<file path="src/rtl/perm_deal_if.sv">
`default_nettype none
// +--------------------------------------------------------------------------+
// | perm_deal_if : deal request/grant and nibble-stream bundle               |
// | Rev 1.0 - initial release                                                |
// +--------------------------------------------------------------------------+
interface perm_deal_if #(
  parameter int NUM_REQ = 4,
  parameter int CNT_W   = 16
);
  logic [63:0]        seq_all;
  logic [NUM_REQ-1:0] req;
  logic [NUM_REQ-1:0] gnt;
  logic [3:0]         out_data;
  logic [3:0]         out_idx;
  logic               out_valid;
  logic               out_ready;
  logic               out_last;
  logic               busy;
  logic [CNT_W-1:0]   deal_cnt;
  logic               perm_err;

  modport master (
    input  seq_all, req, out_ready,
    output gnt, out_data, out_idx, out_valid, out_last, busy, deal_cnt, perm_err
  );

  modport slave (
    output seq_all, req, out_ready,
    input  gnt, out_data, out_idx, out_valid, out_last, busy, deal_cnt, perm_err
  );
endinterface
`default_nettype wire

</file>
<file path="src/rtl/perm_deal_ctrl.sv">
`default_nettype none
// +--------------------------------------------------------------------------+
// | perm_deal_ctrl : round-robin dealer of permutation snapshots, one nibble |
// | per handshake. Optional snapshot checker enabled by PERM_CHECK_EN.       |
// | Rev 1.0 - initial release                                                |
// +--------------------------------------------------------------------------+
module perm_deal_ctrl #(
  parameter int NUM_REQ = 4,
  parameter int CNT_W   = 16
) (
  input  wire logic    clk,
  input  wire logic    rst,
  perm_deal_if.master  bus
);

  localparam int PTR_W = (NUM_REQ > 1) ? $clog2(NUM_REQ) : 1;

  typedef enum logic [0:0] {
    S_IDLE   = 1'b0,
    S_STREAM = 1'b1
  } state_t;

  state_t             r_state;
  logic [PTR_W-1:0]   r_rr;
  logic [63:0]        r_snap;
  logic [NUM_REQ-1:0] r_gnt;
  logic [3:0]         r_idx;
  logic [3:0]         r_data;
  logic               r_valid;
  logic               r_last;
  logic               r_busy;
  logic [CNT_W-1:0]   r_cnt;

  logic               w_found;
  logic [PTR_W-1:0]   w_win;
  logic [NUM_REQ-1:0] w_win_oh;
  logic               w_abort;
  logic               w_done;
  logic [3:0]         w_next_idx;

  function automatic logic [PTR_W-1:0] f_wrap(input int v);
    f_wrap = PTR_W'(v % NUM_REQ);
  endfunction

  // Search upward from the last winner so every requester gets its turn.
  always_comb begin
    w_found = 1'b0;
    w_win   = r_rr;
    for (int k = 1; k <= NUM_REQ; k++) begin
      if (!w_found && bus.req[f_wrap(int'(r_rr) + k)]) begin
        w_found = 1'b1;
        w_win   = f_wrap(int'(r_rr) + k);
      end
    end
  end

  assign w_win_oh   = NUM_REQ'(1) << w_win;
  assign w_abort    = ((r_gnt & bus.req) == '0);
  assign w_done     = !w_abort && bus.out_ready && (r_idx == 4'd15);
  assign w_next_idx = r_idx + 4'd1;

`ifdef PERM_CHECK_EN
  logic [15:0] w_seen;
  logic        w_is_perm;
  logic        r_perm_err;

  // Sixteen nibbles hitting all sixteen values means each appears exactly once.
  always_comb begin
    w_seen = '0;
    for (int i = 0; i < 16; i++) begin
      w_seen[bus.seq_all[4*i +: 4]] = 1'b1;
    end
    w_is_perm = &w_seen;
  end

  assign bus.perm_err = r_perm_err;
`else
  assign bus.perm_err = 1'b0;
`endif

  always_ff @(posedge clk or posedge rst) begin
    if (rst) begin
      r_state <= S_IDLE;
      r_rr    <= PTR_W'(NUM_REQ - 1);
      r_snap  <= '0;
      r_gnt   <= '0;
      r_idx   <= '0;
      r_data  <= '0;
      r_valid <= 1'b0;
      r_last  <= 1'b0;
      r_busy  <= 1'b0;
      r_cnt   <= '0;
`ifdef PERM_CHECK_EN
      r_perm_err <= 1'b0;
`endif
    end else begin
      case (r_state)
        S_IDLE: begin
          if (w_found) begin
            r_state <= S_STREAM;
            r_snap  <= bus.seq_all;
            r_gnt   <= w_win_oh;
            r_rr    <= w_win;
            r_idx   <= '0;
            r_data  <= bus.seq_all[3:0];
            r_last  <= 1'b0;
            r_valid <= 1'b1;
            r_busy  <= 1'b1;
`ifdef PERM_CHECK_EN
            if (!w_is_perm) r_perm_err <= 1'b1;
`endif
          end
        end
        S_STREAM: begin
          // A dropped request wins over a handshake on the same edge.
          if (w_abort || w_done) begin
            if (w_done) r_cnt <= r_cnt + CNT_W'(1);
            r_state <= S_IDLE;
            r_gnt   <= '0;
            r_idx   <= '0;
            r_data  <= '0;
            r_valid <= 1'b0;
            r_last  <= 1'b0;
            r_busy  <= 1'b0;
          end else if (bus.out_ready) begin
            r_idx  <= w_next_idx;
            r_data <= r_snap[{w_next_idx, 2'b00} +: 4];
            r_last <= (w_next_idx == 4'd15);
          end
        end
        default: r_state <= S_IDLE;
      endcase
    end
  end

  assign bus.gnt       = r_gnt;
  assign bus.out_data  = r_data;
  assign bus.out_idx   = r_idx;
  assign bus.out_valid = r_valid;
  assign bus.out_last  = r_last;
  assign bus.busy      = r_busy;
  assign bus.deal_cnt  = r_cnt;

endmodule
`default_nettype wire

</file>
<file path="src/flat_wrapper.sv">
// flat-port wrapper written by rule: the top's interface ports become plain ports
module perm_deal_ctrl_flat 
#(
  parameter int NUM_REQ = 4,
  parameter int CNT_W   = 16
)
  (clk, rst, bus_seq_all, bus_req, bus_out_ready, bus_gnt, bus_out_data, bus_out_idx, bus_out_valid, bus_out_last, bus_busy, bus_deal_cnt, bus_perm_err);
  perm_deal_if #(.NUM_REQ(NUM_REQ), .CNT_W(CNT_W)) bus_i ();
  input  wire logic clk;
  input  wire logic rst;
  input wire logic [$bits(bus_i.seq_all)-1:0] bus_seq_all;
  input wire logic [$bits(bus_i.req)-1:0] bus_req;
  input wire logic [$bits(bus_i.out_ready)-1:0] bus_out_ready;
  output wire logic [$bits(bus_i.gnt)-1:0] bus_gnt;
  output wire logic [$bits(bus_i.out_data)-1:0] bus_out_data;
  output wire logic [$bits(bus_i.out_idx)-1:0] bus_out_idx;
  output wire logic [$bits(bus_i.out_valid)-1:0] bus_out_valid;
  output wire logic [$bits(bus_i.out_last)-1:0] bus_out_last;
  output wire logic [$bits(bus_i.busy)-1:0] bus_busy;
  output wire logic [$bits(bus_i.deal_cnt)-1:0] bus_deal_cnt;
  output wire logic [$bits(bus_i.perm_err)-1:0] bus_perm_err;
  assign bus_i.seq_all = bus_seq_all;
  assign bus_i.req = bus_req;
  assign bus_i.out_ready = bus_out_ready;
  assign bus_gnt = bus_i.gnt;
  assign bus_out_data = bus_i.out_data;
  assign bus_out_idx = bus_i.out_idx;
  assign bus_out_valid = bus_i.out_valid;
  assign bus_out_last = bus_i.out_last;
  assign bus_busy = bus_i.busy;
  assign bus_deal_cnt = bus_i.deal_cnt;
  assign bus_perm_err = bus_i.perm_err;
  perm_deal_ctrl #(.NUM_REQ(NUM_REQ), .CNT_W(CNT_W)) u_core (.clk(clk), .rst(rst), .bus(bus_i));
endmodule
</file>
<file path="config.mk">
export PLATFORM = sky130hd
export DESIGN_NAME = perm_deal_ctrl_flat
export DESIGN_NICKNAME = d
export VERILOG_FILES = /design/src/rtl/perm_deal_if.sv /design/src/rtl/perm_deal_ctrl.sv /design/src/flat_wrapper.sv
export SDC_FILE = /design/constraint.sdc
export NUM_CORES = 1
export LEC_CHECK = 0
export BUFFER_PORTS_ARGS = -buffer_cell sky130_fd_sc_hd__clkbuf_2
export CAP_MARGIN = 10
export CORE_MARGIN = 3
export CORE_UTILIZATION = 35
export CTS_CLUSTER_DIAMETER = 40
export DETAILED_ROUTE_END_ITERATION = 16
export GPL_TIMING_DRIVEN = 0
export PLACE_DENSITY = 0.59
export RECOVER_POWER = 100
export REMOVE_ABC_BUFFERS = 1
export SLEW_MARGIN = 15
export SYNTH_ARGS = -nofsm -noshare
export SYNTH_HDL_FRONTEND = slang
export SYNTH_SLANG_ARGS = --single-unit
export TNS_END_PERCENT = 100
</file>
<file path="constraint.sdc">
create_clock -name clk -period 3.7 [get_ports clk]
set_input_delay 0 -clock clk [delete_from_list [all_inputs] [get_ports clk]]
set_output_delay 0 -clock clk [all_outputs]
set_load 0.05 [all_outputs]
</file>
==> run metrics <==
status=finished with violations; failing checks=capacitance limit, slew limit; CP endpoint kind=flip-flop; Setup Buffers After CTS=0; Unique masters post-synth=50; Rel. slew slack=-0.702; slew of the pin with the lowest slew margin=2.54 ns; Vias/cell=4.69; highest clock rate=0.338 GHz; Post-Route WL=11.1 mm; share of synthesized registers carrying an async set or reset=1.00; WP data arrival=3.19 ns; DRT Pass-1 Iters=4; Area growth syn-to-layout=34.0%; vias after detailed routing=3,725; max cap viols=3; Final Max Tran Viols=164; dominant cell type by area after synthesis=dfrtp_1; top-area cell type share of the netlist area=0.523; crit-path max FO=22; Die Y=120 um; Layout Nets=692; Setup CP Type=flip-flop to flip-flop; synthesized instance count=464; initial antenna violation count=0; Iteration-0 DRC Markers=144; CTS tree=done; diode count=0; synthesized area per cell=9.80 sq um; Setup Viol. Count Final=0; Setup TNS=0 ns; Global Route Usage Sum=0.163; Filler Cells Inserted=1,256; die area=14,400 sq um; largest net degree at the start of global routing=71; share of layout cells above drive strength 1=0.186; P per Cell Area=751 nW/um^2; FP Rows=41; Starting Density=0.359; CTS Root Cell=clkbuf_16; DPL Wire Length=7.33 mm; CTS Buffer Depth=2; Post-synth top flop=dfrtp_1; I/O pin total=103; Worst path max stage delay=0.89 ns; warnings from Yosys=0; H-tree lvl count=3; largest cells by area after synthesis=dfrtp_1 52%, nand2_1 17%, mux4_2 7.9%, xnor2_1 1.9%, xor2_1 1.3%; total congestion overflow=0; first-pass GRT wire length=18.8 mm; post-DR wirelength/cell=14.0 um; Residual DRC=0; LEAKAGE=3.05 nW; Sequential cell area=2430 sq um; Critical Path RT=3.93 ns; Critical-path top delay cell=ha_1; total power draw=4.58 mW; worst path bufs/invs=1; crit path cell chain=inv_1 > ha_1 > mux4_2 > mux2i_1 > o41ai_1 > a221o_1; Post-synth EDFFs=0; core box area=12,700 sq um; Multi-input gate area=1950 sq um; r2r setup slk=0.74 ns; Worst-path clk slew=0.07 ns; Post-Syn Area=4550 sq um; vias in the first global route=3,864; FF+latch count, synth=97; CTS sink cnt=97; crit-path leading delay family=adder cells; antenna viol nets, final=0; maximum VDD drop=0.374 mV; Hold Crit Class=input port to flip-flop; hold violation total from the final report=0; unrepaired setup endpoints after global routing=no; RePlAce Congestion=0.780; CTS Buf Count=9; Die X=120 um; Final Cycle Share=0.801; Seq/Total Area, Yosys=0.534; Clock Latency Late Sink=0.35 ns; Clock Skew=0.00567 ns; PortBufs=101; min Tclk post-route=2.96 ns; critical path launch point type=flip-flop
registers in the layout, indices dropped and copies added, names as in the netlist:
signal,count
u_core.bus.out_valid,1
u_core.r_state,1
u_core.bus.deal_cnt,16
u_core.r_rr,2
u_core.bus.out_idx,4
u_core.bus.gnt,4
u_core.r_snap,64
u_core.bus.out_data,4
u_core.bus.out_last,1
synthesized netlist by cell type, types with 2 or more instances:
cell type  count
dfrtp_1       95
nor2_1        13
a21o_1         3
a21oi_1        6
a211o_1        2
mux2i_1        4
o31ai_1        2
nand3_1        7
xnor2_1       10
dfstp_2        2
o22ai_1        2
clkbuf_1      10
mux4_2        16
nor3_1         4
nand2_1      208
nor2b_1        2
buf_2         11
inv_1          5
buf_4          4
and3_1         2
mux2_2         2
and2_1         2
nand4_1        4
o21ai_1        2
nor3b_1        3
nor4_1         2
ha_1           3
a22o_1         3
o41ai_1        2
o21ai_0        6
xor2_1         7
nand2b_1       2
final cells by class:
cell class | count | share of cell area
well taps | 172 | 0.0353
flip-flops and latches | 97 | 0.399
clock buffers | 10 | 0.0392
inverters | 5 | 0.00329
repair buffers | 168 | 0.188
clock inverters | 6 | 0.0160
multi-input cells | 337 | 0.320
metrics by stage:
step	instances	hold slack (ns)	setup slack (ns)	cell area [sq um]	util
after floorplan	439	0.105	0.694	4420	-
after global placement	712	0.190	-0.578	5140	0.406
after detailed placement	714	0.176	0.614	5200	0.410
after CTS	795	0.0731	0.593	6190	0.488
after global routing	795	0.127	0.384	6090	0.481
final	795	0.0670	0.738	6090	0.481
layer usage:
layer,vias up,track usage,part of all wire
met3,7,0.0476,0.053
li1,1841,-,-
met1,1780,0.208,0.45
met5,-,0,0
met4,0,0.0358,0.0076
met2,97,0.276,0.49
worst reg2reg max path, delay by kind of cell (launching register included):
family,cells,cell delay (ns)
DFF,1,0.83
muxes,2,0.60
adders and majority gates,1,0.89
AOI/OAI and AO/OA,2,0.42
buffers and inverters,1,0.11
worst paths after layout:
path                                    startpoint                 endpoint  cells past startpoint
max                          u_core.bus.out_idx[0]   u_core.bus.out_data[3]                      6
min                                  bus_out_ready   u_core.bus.out_data[1]                      4
max reg2reg                  u_core.bus.out_idx[0]   u_core.bus.out_data[3]                      6
min reg2reg                u_core.bus.deal_cnt[15]  u_core.bus.deal_cnt[15]                      1
max in group asynchronous                      rst        u_core.r_snap[57]                      4
min in group asynchronous                      rst        u_core.r_snap[12]                      3
cell families (layout without fill, tap and decap cells):
family	Yosys count	in the layout	synth area share
DFF	97	97	0.534
buffers and inverters	30	189	0.0311
adders and majority gates	3	3	0.00826
xor gates and xnor gates	18	18	0.0363
other	1	1	0.000825
and+or+nand+nor	256	256	0.233
AOI/OAI and AO/OA	37	37	0.0630
muxes	22	22	0.0930
placed cells by master, fill, tap and decap left out, types with 3 or more instances in the layout:
cell,count
mux2i_1,4
a22o_1,3
clkbuf_2,71
xnor2_1,10
dlygate4sd3_1,65
clkbuf_1,31
nand3_1,7
dfrtp_1,94
ha_1,3
nor2_1,13
nand4_1,5
a21oi_1,6
nor3b_1,3
a21o_1,3
nand2_1,208
nor3_1,5
xor2_1,7
inv_1,4
clkbuf_16,9
mux4_2,16
o21ai_0,6
power by group:
| group | switching (mW) | internal [mW] |
|---|---|---|
| sequential | 0.302 | 1.49 |
| clock | 0.421 | 0.622 |
| combinational | 1.02 | 0.724 |
what timing repair did:
action	4_1_cts	5_1_grt
hold buffers	65	0
endpoints found under the hold margin	121	0
gates resized for setup	0	0
endpoints found under the setup margin	0	0
(Power assumes the default switching activity.)
